**src/rtl/fft_pkg.sv**
```systemverilog
// Shared definitions for the radix-2 FFT scheduler: state encoding, default size, bit reversal.
package fft_pkg;

  localparam int FFT_LOG2N_DEFAULT = 9;

  localparam logic [2:0] ST_IDLE = 3'd0;
  localparam logic [2:0] ST_LOAD = 3'd1;
  localparam logic [2:0] ST_RD   = 3'd2;
  localparam logic [2:0] ST_BF   = 3'd3;
  localparam logic [2:0] ST_WB   = 3'd4;
  localparam logic [2:0] ST_URD  = 3'd5;
  localparam logic [2:0] ST_UOUT = 3'd6;
  localparam logic [2:0] ST_DONE = 3'd7;

  typedef enum logic [2:0] {
    S_IDLE = ST_IDLE,
    S_LOAD = ST_LOAD,
    S_RD   = ST_RD,
    S_BF   = ST_BF,
    S_WB   = ST_WB,
    S_URD  = ST_URD,
    S_UOUT = ST_UOUT,
    S_DONE = ST_DONE
  } fft_state_e;

  // Reverse the low n bits of v; bits at and above n come back as zero.
  function automatic logic [31:0] bitrev(input logic [31:0] v, input int unsigned n);
    logic [31:0] r;
    r = '0;
    for (int i = 0; i < 32; i++)
      if (i < int'(n)) r[i] = v[int'(n) - 1 - i];
    return r;
  endfunction

endpackage

```
**src/rtl/fft_agu.sv**
```systemverilog
// Registered butterfly address generator: pair addresses and twiddle index for stage s, butterfly j.
module fft_agu
  import fft_pkg::*;
#(
  parameter int LOG2N = FFT_LOG2N_DEFAULT,
  parameter int SW    = $clog2(LOG2N + 1)
) (
  input  logic             clk,
  input  logic             rst_n,
  input  logic [SW-1:0]    s,
  input  logic [LOG2N-2:0] j,
  output logic [LOG2N-1:0] addr_a,
  output logic [LOG2N-1:0] addr_b,
  output logic [LOG2N-2:0] tw_addr
);

  logic [LOG2N-1:0] jw, half, k, a;
  logic [SW-1:0]    s1, tsh;

  always_comb begin
    jw   = {1'b0, j};
    half = LOG2N'(1) << s;
    k    = jw & (half - LOG2N'(1));
    s1   = s + SW'(1);
    a    = ((jw >> s) << s1) | k;
    tsh  = SW'(LOG2N - 1) - s;
  end

  // k < half <= N/2, so it always fits the narrower twiddle width
  always_ff @(posedge clk or negedge rst_n) begin
    if (!rst_n) begin
      addr_a  <= '0;
      addr_b  <= '0;
      tw_addr <= '0;
    end else begin
      addr_a  <= a;
      addr_b  <= a + half;
      tw_addr <= k[LOG2N-2:0] << tsh;
    end
  end

endmodule

```
**src/rtl/fft_r2_scheduler.sv**
```systemverilog
// In-place radix-2 DIT FFT scheduler: load, LOG2N butterfly stages, unload over one BRAM.
// Define FFT_BITREV_EN to bit-reverse load addresses so samples enter in natural order.
module fft_r2_scheduler
  import fft_pkg::*;
#(
  parameter int LOG2N  = FFT_LOG2N_DEFAULT,
  parameter int BF_LAT = 2
) (
  input  logic                           clk,
  input  logic                           rst_n,
  input  logic                           start_i,
  output logic                           busy_o,
  output logic                           done_o,
  input  logic                           in_valid_i,
  output logic                           in_ready_o,
  output logic                           out_valid_o,
  input  logic                           out_ready_i,
  output logic                           src_sel_o,
  output logic                           mem_rd_en_o,
  output logic                           mem_we_o,
  output logic [LOG2N-1:0]               mem_addr_a_o,
  output logic [LOG2N-1:0]               mem_addr_b_o,
  output logic                           bf_ce_o,
  output logic [LOG2N-2:0]               tw_addr_o,
  output logic [$clog2(LOG2N+1)-1:0]     stage_o
);

  localparam int SW = $clog2(LOG2N + 1);
  localparam logic [LOG2N-1:0] IDX_LAST = '1;
  localparam logic [LOG2N-2:0] J_LAST   = '1;
  localparam logic [SW-1:0]    S_LAST   = SW'(LOG2N - 1);
  localparam logic [2:0]       BF_LAST  = 3'(BF_LAT - 1);

  fft_state_e       state;
  logic [LOG2N-1:0] idx, laddr;
  logic [LOG2N-2:0] j, agu_j;
  logic [SW-1:0]    s, agu_s;
  logic [2:0]       bf_cnt;
  logic [LOG2N-1:0] agu_a, agu_b;
  logic [LOG2N-2:0] agu_tw;

`ifdef FFT_BITREV_EN
  assign laddr = LOG2N'(bitrev(32'(idx), LOG2N));
`else
  assign laddr = idx;
`endif

  // The AGU is registered, so it is fed the pair the next RD will use
  always_comb begin
    agu_s = s;
    agu_j = j;
    if (state == S_LOAD) begin
      agu_s = '0;
      agu_j = '0;
    end else if (state == S_WB) begin
      if (j != J_LAST) begin
        agu_j = j + 1'b1;
      end else if (s != S_LAST) begin
        agu_s = s + SW'(1);
        agu_j = '0;
      end
    end
  end

  fft_agu #(.LOG2N(LOG2N), .SW(SW)) u_agu (
    .clk     (clk),
    .rst_n   (rst_n),
    .s       (agu_s),
    .j       (agu_j),
    .addr_a  (agu_a),
    .addr_b  (agu_b),
    .tw_addr (agu_tw)
  );

  always_ff @(posedge clk or negedge rst_n) begin
    if (!rst_n) begin
      state  <= S_IDLE;
      idx    <= '0;
      j      <= '0;
      s      <= '0;
      bf_cnt <= '0;
    end else begin
      case (state)
        S_IDLE: if (start_i) begin
          state <= S_LOAD;
          idx   <= '0;
        end
        S_LOAD: if (in_valid_i) begin
          idx <= idx + 1'b1;
          if (idx == IDX_LAST) begin
            state <= S_RD;
            s     <= '0;
            j     <= '0;
          end
        end
        S_RD: begin
          state  <= S_BF;
          bf_cnt <= '0;
        end
        S_BF: begin
          if (bf_cnt == BF_LAST) state <= S_WB;
          else                   bf_cnt <= bf_cnt + 3'd1;
        end
        S_WB: begin
          if (j != J_LAST) begin
            j     <= j + 1'b1;
            state <= S_RD;
          end else if (s != S_LAST) begin
            s     <= s + SW'(1);
            j     <= '0;
            state <= S_RD;
          end else begin
            idx   <= '0;
            state <= S_URD;
          end
        end
        S_URD: state <= S_UOUT;
        S_UOUT: if (out_ready_i) begin
          if (idx == IDX_LAST) begin
            state <= S_DONE;
          end else begin
            idx   <= idx + 1'b1;
            state <= S_URD;
          end
        end
        S_DONE: state <= S_IDLE;
        default: state <= S_IDLE;
      endcase
    end
  end

  assign busy_o      = (state != S_IDLE);
  assign done_o      = (state == S_DONE);
  assign in_ready_o  = (state == S_LOAD);
  assign out_valid_o = (state == S_UOUT);
  assign src_sel_o   = (state == S_WB);
  assign bf_ce_o     = (state == S_BF);
  assign mem_rd_en_o = (state == S_RD) || (state == S_URD);
  assign mem_we_o    = ((state == S_LOAD) && in_valid_i) || (state == S_WB);
  assign stage_o     = s;

  always_comb begin
    mem_addr_a_o = '0;
    mem_addr_b_o = '0;
    tw_addr_o    = '0;
    case (state)
      S_LOAD:         mem_addr_a_o = laddr;
      S_URD, S_UOUT:  mem_addr_a_o = idx;
      S_RD, S_BF, S_WB: begin
        mem_addr_a_o = agu_a;
        mem_addr_b_o = agu_b;
        tw_addr_o    = agu_tw;
      end
      default: ;
    endcase
  end

endmodule

```
**config.mk**
```make
export PLATFORM = sky130hd
export DESIGN_NAME = fft_r2_scheduler
export DESIGN_NICKNAME = d
export VERILOG_FILES = /design/src/rtl/fft_pkg.sv /design/src/rtl/fft_agu.sv /design/src/rtl/fft_r2_scheduler.sv
export SDC_FILE = /design/constraint.sdc
export NUM_CORES = 1
export LEC_CHECK = 0
export CORE_MARGIN = 1.5
export CORE_UTILIZATION = 45
export CTS_CLUSTER_SIZE = 12
export DETAILED_ROUTE_END_ITERATION = 6
export GPL_ROUTABILITY_DRIVEN = 0
export HOLD_SLACK_MARGIN = 0.15
export PLACE_DENSITY = 0.68
export SLEW_MARGIN = 20
export SYNTH_ARGS = -nofsm -noshare
export SYNTH_HDL_FRONTEND = slang
export SYNTH_SLANG_ARGS = --single-unit
```
**constraint.sdc**
```tcl
create_clock -name clk -period 4.67 [get_ports clk]
set_input_delay 0.7005 -clock clk [delete_from_list [all_inputs] [get_ports clk]]
set_output_delay 0.7005 -clock clk [all_outputs]
set_load 0.05 [all_outputs]
```
; Word-level counts from Yosys, hierarchy flattened
; Index checks and enable logic that the tools add are counted.
[op_classes]
add_sub_neg = 8
eq_ne = 20
shift = 4
mux = 35
n_bitwise = 2
reduce_logical = 14
[op_table]
columns = cell, count
row1 = 9-bit 2-to-1 mux, 7
row2 = 8-bit 2-to-1 mux, 7
row3 = 9-bit case mux with 4 select lines, 1
row4 = 3-bit 2-to-1 mux, 8
row5 = 4-bit 2-to-1 mux, 6
row6 = 3-bit case mux with 8 select lines, 1
row7 = 9-bit case mux with 2 select lines, 1
row8 = 8-bit case mux with 2 select lines, 1
row9 = 3-bit == test (second input constant), 4
row10 = 2-bit != test (second input constant), 6
row11 = 9-bit by 1-bit adder with 9-bit output (second input constant), 1
row12 = 9-bit adder, 1
row13 = 8-bit by 9-bit AND with 9-bit output, 1
row14 = 9-bit == test (second input constant), 1
row15 = 9-bit OR, 1
row16 = 1-bit by 4-bit left shift with 9-bit output (first input constant), 1
row17 = 9-bit by 4-bit left shift with 9-bit output, 1
row18 = 8-bit by 4-bit right shift with 9-bit output, 1
row19 = 9-bit by 1-bit subtractor with 9-bit output (second input constant), 1
row20 = 4-bit by 1-bit adder with 4-bit output (second input constant), 2
row21 = 8-bit by 1-bit adder with 8-bit output (second input constant), 1
row22 = 8-bit != test (second input constant), 1
row23 = 4-bit case mux with 2 select lines, 1
row24 = 8-bit by 4-bit left shift with 8-bit output, 1
row25 = 19 further kinds, 26
[word_totals]
ff_bits = 53
in_bits = 5
out_inout_bits = 38

; Logic depth before layout (Yosys ltp)
[depth]
depth_word = 10
mapped_depth = 26
mapped_depth_nobuf = 22

; Hierarchy
; From an unflattened synthesis, not the netlist that was laid out.
[unflattened]
hier_cells = 547
hier_area_um2 = 4610.7
[modules_own_cells]
columns = mod, n_inst, cells_each, area_per_inst_um2, seq_area_each_um2
row1 = fft_agu, 1, 271, 2337.2, 650.6
row2 = fft_r2_scheduler, 1, 276, 2273.4, 675.6

; Worst setup path before layout
; Ideal clock, no wire load.
[synth_path]
kind = reg-to-reg
from = reg s[0], in the netlist stage_o[0]
to = reg u_agu.addr_b[8]
arrival_time_ps = 5020
path_slack_ps = -477
path_stages_with_launch = 25
period_less_slack_ps = 5147
cell_sequence = dfrtp_1 inv_1 ha_1 and3b_1 buf_2 o311ai_1 nand3_2 clkbuf_1 clkbuf_1 ha_1 buf_2 clkinv_1 nor2_1 o311ai_1 nor2_1 o21ai_0 o21ai_0 ha_1 nand2_1 nand2b_1 a21oi_1 o21ai_0 o21ba_2 o21ai_1 xor2_1
[synth_via]
elab_chain_len = 10
word_cells_on_any_way = 18
[synth_lines]
columns = element, line_no
row1 = "start, declared", fft_r2_scheduler.sv:37  ; logic [SW-1:0] s, agu_s;
row2 = "start signal, assigned", fft_r2_scheduler.sv:109  ; s <= s + SW'(1);
row3 = 4-bit by 1-bit adder with 4-bit output / 4-bit != test (equally long branches), "fft_r2_scheduler.sv:59, fft_r2_scheduler.sv:58"
row4 = 4-bit 2-to-1 mux, -
row5 = 4-bit 2-to-1 mux, fft_r2_scheduler.sv:56  ; if (j != J_LAST) begin
row6 = 4-bit 2-to-1 mux, fft_r2_scheduler.sv:55  ; end else if (state == S_WB) begin
row7 = 4-bit 2-to-1 mux, fft_r2_scheduler.sv:52  ; if (state == S_LOAD) begin
row8 = 1-bit by 4-bit left shift with 9-bit output, fft_agu.sv:22  ; half = LOG2N'(1) << s;
row9 = 9-bit by 1-bit subtractor with 9-bit output, fft_agu.sv:23  ; k = jw & (half - LOG2N'(1));
row10 = 8-bit by 9-bit AND with 9-bit output, fft_agu.sv:23
row11 = 9-bit OR (*), fft_agu.sv:25  ; a = ((jw >> s) << s1) | k;
row12 = named net u_agu.a[4], fft_agu.sv:17  ; logic [LOG2N-1:0] jw, half, k, a;
row13 = 9-bit adder (*), fft_agu.sv:37  ; addr_b <= a + half;
row14 = "end signal, assigned", fft_agu.sv:37
row15 = "end, declared", fft_agu.sv:13  ; output logic [LOG2N-1:0] addr_b,
; The timed path passes the listed nets; every way through them passes the cells marked *.
; A chain may end at the register's enable or synchronous reset.

; Worst setup path after layout
[layout_path]
from = reg state[1]
to = reg u_agu.addr_b[5]
[layout_via]
elab_chain_len = 8
word_cells_on_any_way = 14
[layout_lines]
columns = element, line_no
row1 = "start, declared", fft_r2_scheduler.sv:34  ; fft_state_e state;
row2 = "start signal, assigned", fft_r2_scheduler.sv:77  ; state <= S_IDLE;
row3 = "start signal, assigned", fft_r2_scheduler.sv:85  ; state <= S_LOAD;
row4 = "start signal, assigned", fft_r2_scheduler.sv:91  ; state <= S_RD;
row5 = 3-bit == test, fft_r2_scheduler.sv:55
row6 = 4-bit 2-to-1 mux, fft_r2_scheduler.sv:55
row7 = 4-bit 2-to-1 mux, fft_r2_scheduler.sv:52
row8 = 1-bit by 4-bit left shift with 9-bit output, fft_agu.sv:22
row9 = 9-bit by 1-bit subtractor with 9-bit output, fft_agu.sv:23
row10 = 8-bit by 9-bit AND with 9-bit output, fft_agu.sv:23
row11 = 9-bit OR (*), fft_agu.sv:25
row12 = named net u_agu.a[1], fft_agu.sv:17
row13 = 9-bit adder (*), fft_agu.sv:37
; Marked as above.

==> flow_metrics.tcl <==
set metrics [dict create \
    status "complete, no violations" \
    cp.required_ns 4.89 \
    cp_slowest_cell "or3b_4" \
    async_reset_ff_share_pct 100 \
    grt_util_all_layers_pct 25.4 \
    ys.flop_type "dfrtp_1" \
    htree_num_levels 2 \
    synth_warnings 0 \
    final_layout_size_suffix_gt1_share_pct 16.4 \
    max_clock_freq_ghz 0.227 \
    path_clk_slew_ns 0.10 \
    drtPass1Iterations 6 \
    utilization_pct 57.3 \
    synth_area_leader_cell "dfrtp_1" \
    final-hold-violation-count 0 \
    cts_tree "yes" \
    synth_cell_type_count 73 \
    cts.sinks 53 \
    setup.worst_path.end_class "flip-flop" \
    syn-num-nets 615 \
    grt-ovfl-total 0 \
    drc_errors 0 \
    start_util_pct 46.9 \
    layout_setup_ws_ns 0.262 \
    grt_pass1_vias 4530 \
    hold_path_class "in2async" \
    drt_iter0_drc 459 \
    worstSetupPathType "reg2reg" \
    num_vias 4795 \
    clk_latency_ns 0.32 \
    setup_viol 0 \
    synth_area_leaders "dfrtp_1 29%, o21ai_0 6.9%, ha_1 6.2%, nor2_1 4.8%, nand2_1 4.5%" \
    place_area_um2 5380 \
    place_ws_ns -0.0480 \
    stdcell_area_um2 5650 \
    slew_viol_final 0 \
    fp.coreArea_um2 9860 \
    boundaryPins 43 \
    grt_pass1_wl_mm 22.7 \
    rr_worst_depth 17 \
    antenna_found_initial 0 \
    syn-instance-count 586 \
    crit_chain "or3b_4 -> inv_4 -> nand3_1 -> o211ai_1 -> nor2_1 -> a211oi_1 -> nor3_2 -> a211oi_1 -> a21o_1 -> a41o_1 -> ha_1 -> a21oi_1 -> nor2b_1 -> o21ai_0 -> o21ai_0 -> or3_1 -> o311ai_1" \
    numCtsBuffers 5 \
    layout_min_cycle_time_ns 4.41 \
    worst_slew_pin_slew_ns 1.03 \
    hpwlAfterDp_mm 10.1 \
    ant_nets 0 \
    synthesis.area_um2 4630 \
    grt_max_degree 54 \
    root_buffer "clkbuf_8" \
    relSlewSlack_pct 31.3 \
    crit_path_max_fanout 10 \
    syn_to_final_growth_pct 22.0 \
    rows 36 \
    cts_buffer_depth 2 \
    diodes 0 \
    leakagePower_nw 2.37 \
    synth-edff-count 0 \
    hold_buffers 0 \
    slowest_delay_ns 0.48 \
    synth.most_common_cell "o21ai_0" \
    avgSynthCellArea_um2 7.90 \
    wl_per_cell_um 17.4 \
    peakVddDrop_mv 0.253 \
    io_buffer_count 42 \
    die_h_um 104 \
    start_kind "flip-flop" \
    routed_wl_mm 13.6 \
    viasPerCell 6.14 \
    synth_commonest_cells "64 x o21ai_0, 59 x nor2_1, 56 x nand2_1" \
    finalCritPeriodShare_pct 94.4 \
    design.die.area_um2 10900 \
    arrival_ns 4.63 \
    fillerInstances 893 \
    synth_seq_area_share_pct 28.6 \
    tns_ns 0 \
    ys_seq_elements 53 \
    fin_skew_ns 0.00612 \
    fp.dieW_um 104 \
    maxCapViolCount 0 \
    powerDensity_nw_per_um2 349 \
    nets 676 \
    yosysTopAreaCellShare_pct 28.6 \
]
## worst max-delay path: cells and delay by family, from the launching register on
kind / cells / cell delay [ns]
compound gates: 9 / 2.17
simple gates: 6 / 1.29
flops: 1 / 0.40
fa+ha+maj: 1 / 0.27
buf+inv: 1 / 0.17
## metrics by stage
step | total power [mW] | cells | hold slack [ns]
after global placement | 1.66 | 767 | 0.514
after floorplan | 1.34 | 586 | 0.405
after global routing | 2.09 | 781 | 0.567
after CTS | 1.96 | 775 | 0.530
final | 1.97 | 781 | 0.494
after detailed placement | 1.68 | 767 | 0.534
## layout by cell type, fill, tap and decap left out, types with 11 or more instances in the layout
master,instances
mux2i_1,11
buf_4,44
a221oi_1,17
o21ai_0,59
dfrtp_1,50
ha_1,20
nor2b_1,25
nand3_1,18
nand2b_1,12
nor2_1,58
a21oi_1,34
inv_1,17
nand2_1,56
clkdlybuf4s50_1,41
## per-layer routing
| layer | global-route usage (%) | up-vias | part of all wire, % |
|---|---|---|---|
| met2 | 42.2 | 219 | 47 |
| met1 | 33.0 | 2272 | 43 |
| met4 | 8.93 | 0 | 2.7 |
| li1 | - | 2268 | - |
| met3 | 4.51 | 36 | 7.6 |
| met5 | 0 | - | 0 |
## state kept, by name, indices dropped and copies added (netlist names)
name,flops
u_agu.tw_addr,8
stage_o,4
u_agu.addr_a,9
u_agu.addr_b,9
idx,9
j,8
state,3
bf_cnt,3
## report_power, final
| group | switching, mW | leakage, nW | internal, mW |
|---|---|---|---|
| combinational | 0.776 | 1.61 | 0.366 |
| clock | 0.167 | 0.0456 | 0.108 |
| sequential | 0.0442 | 0.718 | 0.510 |
| total | 0.987 | 2.37 | 0.983 |
## cell families (layout without fill, tap and decap cells)
group | Yosys count | after routing | share of synthesized area, %
simple gates | 236 | 236 | 26.5
mux | 13 | 13 | 3.35
fa+ha+maj | 24 | 24 | 6.65
xor+xnor | 13 | 13 | 2.46
buf+inv | 58 | 120 | 5.30
compound gates | 189 | 189 | 27.2
flops | 53 | 53 | 28.6
## worst paths after layout
check	start	endpoint	slack, ns
setup / recovery	state[1]$_DFFE_PN0P_	u_agu.addr_b[5]$_DFF_PN0_	0.26
hold / removal	rst_n	state[1]$_DFFE_PN0P_	0.49
setup reg to reg	state[1]$_DFFE_PN0P_	u_agu.addr_b[5]$_DFF_PN0_	0.26
hold reg to reg	bf_cnt[2]$_DFFE_PN0P_	bf_cnt[2]$_DFFE_PN0P_	0.56
max in group asynchronous	rst_n	j[0]$_DFFE_PN0P_	3.67
min in group clk	bf_cnt[2]$_DFFE_PN0P_	bf_cnt[2]$_DFFE_PN0P_	0.56
## timing repair
action,in CTS,in global routing
buffers inserted,0,6
endpoints found under the setup margin,1,5
resized for setup,4,30
pin swaps,0,4
## layout make-up
class,instances,area (µm²),area share (%)
Multi-Input combinational cell,475,3200,56.7
Sequential cell,53,1330,23.5
Timing Repair Buffer,87,757,13.4
Tap cell,133,166,2.94
Inverter,25,109,1.93
Clock buffer,6,72.6,1.28
Clock inverter,2,13.8,0.244
Power figures use the tool's default switching activity.
